**src/rtl/csr_access_arbiter.sv**
```systemverilog
// Round-robin arbiter that shares the csr_unit read/write port between NUM_REQ requesters.
// Each granted access runs as a fixed IDLE -> RD -> WR -> ACK sequence.
module csr_access_arbiter #(
  parameter int NUM_REQ = 2
) (
  input  logic                    clk,
  input  logic                    rst,
  input  logic [NUM_REQ-1:0]      req,
  input  logic [12*NUM_REQ-1:0]   req_addr,
  input  logic [2*NUM_REQ-1:0]    req_op,
  input  logic [32*NUM_REQ-1:0]   req_wdata,
  output logic [NUM_REQ-1:0]      ack,
  output logic [31:0]             rdata,
  output logic                    err,
  output logic                    busy,
  output logic [11:0]             csr_addr,
  output logic                    csr_wr,
  output logic [1:0]              csr_mode,
  output logic [31:0]             csr_din,
  input  logic [31:0]             csr_dout,
  input  logic                    csr_illegal
);

  localparam int PW = (NUM_REQ > 1) ? $clog2(NUM_REQ) : 1;

  typedef enum logic [1:0] {IDLE, RD, WR, ACK} state_t;

  state_t        state;
  logic [PW-1:0] rr_ptr;
  logic [PW-1:0] owner;
  logic [PW-1:0] gnt_idx;
  logic [PW-1:0] next_ptr;
  logic          gnt_found;
  logic [PW:0]   cand;
  logic [11:0]   sel_addr;
  logic [1:0]    sel_op;
  logic [31:0]   sel_wdata;
  logic [1:0]    op_l;
  logic [31:0]   rdata_l;
  logic          err_l;
  logic          acc_err;

  // Modifying ops to the read-only CSR space (addr[11:10] == 11) are refused like illegal addresses.
  function automatic logic access_err(input logic illegal, input logic [1:0] op,
                                      input logic [11:0] addr);
    return illegal | ((op != 2'b00) & (addr[11:10] == 2'b11));
  endfunction

  // Scan downward so the requester closest above rr_ptr is the one left selected.
  always_comb begin
    gnt_found = 1'b0;
    gnt_idx   = '0;
    cand      = '0;
    for (int i = NUM_REQ - 1; i >= 0; i--) begin
      cand = {1'b0, rr_ptr} + (PW+1)'(i);
      if (cand >= (PW+1)'(NUM_REQ)) cand = cand - (PW+1)'(NUM_REQ);
      if (req[cand[PW-1:0]]) begin
        gnt_found = 1'b1;
        gnt_idx   = cand[PW-1:0];
      end
    end
  end

  always_comb begin
    sel_addr  = '0;
    sel_op    = '0;
    sel_wdata = '0;
    for (int i = 0; i < NUM_REQ; i++) begin
      if (gnt_idx == PW'(i)) begin
        sel_addr  = req_addr[12*i +: 12];
        sel_op    = req_op[2*i +: 2];
        sel_wdata = req_wdata[32*i +: 32];
      end
    end
  end

  assign next_ptr = (gnt_idx == PW'(NUM_REQ - 1)) ? '0 : gnt_idx + 1'b1;
  assign acc_err  = access_err(csr_illegal, op_l, csr_addr);
  assign busy     = (state != IDLE);

  always_ff @(posedge clk or negedge rst) begin
    if (!rst) begin
      state    <= IDLE;
      rr_ptr   <= '0;
      owner    <= '0;
      ack      <= '0;
      err      <= 1'b0;
      rdata    <= '0;
      csr_wr   <= 1'b0;
      csr_addr <= '0;
      csr_mode <= 2'b01;
      csr_din  <= '0;
      op_l     <= '0;
      rdata_l  <= '0;
      err_l    <= 1'b0;
    end else begin
      ack <= '0;
      case (state)
        IDLE: begin
          if (gnt_found) begin
            owner    <= gnt_idx;
            rr_ptr   <= next_ptr;
            csr_addr <= sel_addr;
            op_l     <= sel_op;
            csr_mode <= sel_op;
            csr_din  <= sel_wdata;
            state    <= RD;
          end
        end
        RD: begin
          rdata_l <= csr_dout;
          err_l   <= acc_err;
          csr_wr  <= (op_l != 2'b00) && !acc_err;
          state   <= WR;
        end
        WR: begin
          csr_wr     <= 1'b0;
          ack[owner] <= 1'b1;
          rdata      <= rdata_l;
          err        <= err_l;
          state      <= ACK;
        end
        ACK: state <= IDLE;
        default: state <= IDLE;
      endcase
    end
  end

endmodule

```
**config.mk**
```make
export PLATFORM = sky130hd
export DESIGN_NAME = csr_access_arbiter
export DESIGN_NICKNAME = d
export VERILOG_FILES = /design/src/rtl/csr_access_arbiter.sv
export SDC_FILE = /design/constraint.sdc
export NUM_CORES = 1
export LEC_CHECK = 0
export BUFFER_PORTS_ARGS = -buffer_cell sky130_fd_sc_hd__buf_2
export CAP_MARGIN = 5
export CORE_MARGIN = 3
export CORE_UTILIZATION = 49
export CTS_BUF_LIST = sky130_fd_sc_hd__clkbuf_4 sky130_fd_sc_hd__clkbuf_8
export CTS_CLUSTER_DIAMETER = 30
export DETAILED_ROUTE_END_ITERATION = 10
export PLACE_DENSITY = 0.91
export SYNTH_ARGS = -nofsm -noshare
export SYNTH_HDL_FRONTEND = slang
export SYNTH_SLANG_ARGS = --single-unit
```
**constraint.sdc**
```tcl
create_clock -name clk -period 2.1 [get_ports clk]
set_input_delay 0.315 -clock clk [delete_from_list [all_inputs] [get_ports clk]]
set_output_delay 0.315 -clock clk [all_outputs]
set_load 0.1 [all_outputs]
```
==> results.md <==
* Outcome: finished clean
* Reg2Reg Depth at 5
* RSZ-0062 raised after global routing: no
* Hpwl dp at 8900 microns
* Global-route wire length before repair at 19690 microns
* ANT nets after route at 0
* Drt total wl at 12230 microns
* Worst Hold Launch: req_wdata[48]
* Startpoint types: flip-flop
* Drt pass-1 iters at 4
* Initial Util at 51.47%
* Final period utilization at 97.35%
* Ys Warns at 0
* Crit path max fanout at 6
* Post-CTS Repair Setup Buffers at 0
* Cell area after synthesis at 4868 sq um
* Max Cap Viol at 0
* CTS Buf Count at 17
* Reg2reg start: state[0]
* Root Buffer: clkbuf_8
* Slew Limit Fails at 0
* Vias in the first global route at 3956
* Initial antenna violation count at 0
* Post-synthesis register bit count at 120
* Final Cell Area at 6454 sq um
* Min cycle time layout at 2.044 ns
* Hold_ws at 0.1327 ns
* Share of cells above drive strength 1 at 57.78%
* Placed instance area at 6053 sq um
* CTS Buffer Depth at 2
* Final core occ at 68.23%
* TritonCTS clock tree: yes
* Post-Synthesis Cells at 335
* Via count at 3755
* GR Overflow Total at 0
* Clock-pin slew on the worst setup and hold paths at 0.08 ns
* Largest net degree at the start of global routing at 50
* Commonest non-fill, non-tap cell in the layout: buf_2
* Slew margin rel. at 64.75%
* Fin. Hold Viols at 0
* Crit Path Class: flip-flop to output pin
* Skew final at 0.01160 ns
* Min-Delay Path Class: input pin to flip-flop
* CP required at 1.78 ns
* Die X at 105.7 microns
* Row count at 35
* NumNets Final at 678
* Setup crit end kind: output pin
* Worst EP arrival at 1.73 ns
* Sink Count at 120
* # diodes at 0
* Die Y at 105.7 microns
* # H-tree levels at 4
* Setup tns final at 0 ns
* Hold path cells at 2
* Post-synthesis sequential area ratio at 61.71%
* DRC at 0
* DIE AREA at 11170 sq um
* Measured slew at the worst slew-check pin at 0.5287 ns
* GP Congestion at 0.7979
* CP startpoint: state[0]
* Post_cts resized at 0
* Netlist cell types at 26
* Post-Synthesis Net Count at 467
* Most frequent cells in the layout: buf_2, dfrtp_1, mux2_2
* Tot GR Track Use at 22.20%
* Syn Area/Cell at 14.53 sq um
* Boundary Pins at 212
* Skew-Pair Late Insertion Delay at 0.41 ns
* Initial DRC Count at 212
* Drt wl/cell at 17.77 microns
* Layout area overhead at 32.56%
* Hold Buf Count CTS at 1
* # setup viols final at 0
* Core ar. at 9459 sq um
* Via/cell ratio at 5.458
* Fmax at 489.1 MHz
* PortBufs at 211
==> worst max-delay path: stages, from the launching register on <==
cell and delay (ns):
dfrtp_1 0.39, inv_1 0.09, ha_1 0.30, inv_1 0.10, buf_2 0.44
==> layout make-up <==
class	instances	area [sq um]
tap	129	161.4
inverter	5	18.77
timing repair buffer	221	1199
clock buffer	20	262.8
clock inverter	12	127.6
sequential	120	3004
fill	713	3005
multi-input combinational	181	1680
==> per-layer routing <==
metal  global-route usage (%)  vias to the layer above  part of all wire [%]
li1                         -                     1685                     -
met1                    26.35                     1873                    39
met2                    39.12                      176                    51
met3                    5.818                       21                   7.6
met4                    7.493                        0                   2.0
met5                        0                        -                     0
==> path summary, 6_finish.rpt <==
path                          endpoint  slack [ns]
setup / recovery                  busy        0.06
hold / removal             csr_din[16]        0.13
setup reg to reg            csr_din[1]        0.37
hold reg to reg                 ack[0]        0.47
max in group asynchronous   rdata_l[9]        1.05
min in group asynchronous  csr_din[17]        0.41
==> through the flow <==
step                      cells  setup slack (ns)
final                       688           0.05561
after floorplan             335            0.1451
after CTS                   688           0.03435
after global placement      655            0.5063
after global routing        688           0.01532
after detailed placement    655            0.3927
==> cells by family (layout without fill, tap and decap cells) <==
group	after synthesis	in the layout	share of synthesized area [%]
buffers and inverters	34	258	4.292
adders and majority gates	3	3	0.7711
muxes	67	67	15.50
and+or+nand+nor	56	56	6.965
AOI/OAI and AO/OA	55	55	10.77
DFF	120	120	61.71
==> cell usage after synthesis <==
cell	number	area, sq um
buf_4	6	45.04
nor2_1	3	11.26
and2_1	1	6.260
nor2b_1	1	6.260
dfstp_2	1	26.28
nor3_1	1	5.000
mux2_2	66	743.2
nand2_1	2	7.510
or3_1	1	6.260
a21o_1	1	7.510
buf_6	6	67.56
a22o_1	1	8.760
o21ai_1	1	5.000
and3_1	46	287.8
inv_1	5	18.77
a2111oi_0	1	8.760
mux2_1	1	11.26
a221o_1	47	470.5
and2_4	1	8.760
o211ai_1	1	7.510
ha_1	3	37.54
buf_2	11	55.05
a21oi_1	2	10.01
clkbuf_1	6	22.52
dfrtp_1	119	2978
a31oi_1	1	6.260
==> flip-flops by register name, indices dropped and copies added (netlist names), 2 cells and up <==
| register | cells |
|---|---|
| csr_din | 32 |
| rdata | 32 |
| ack | 2 |
| csr_addr | 12 |
| state | 2 |
| rdata_l | 32 |
| csr_mode | 2 |
Power is not shown: default switching activity piles up to over one toggle a cycle in this logic, so the estimate is an artifact.
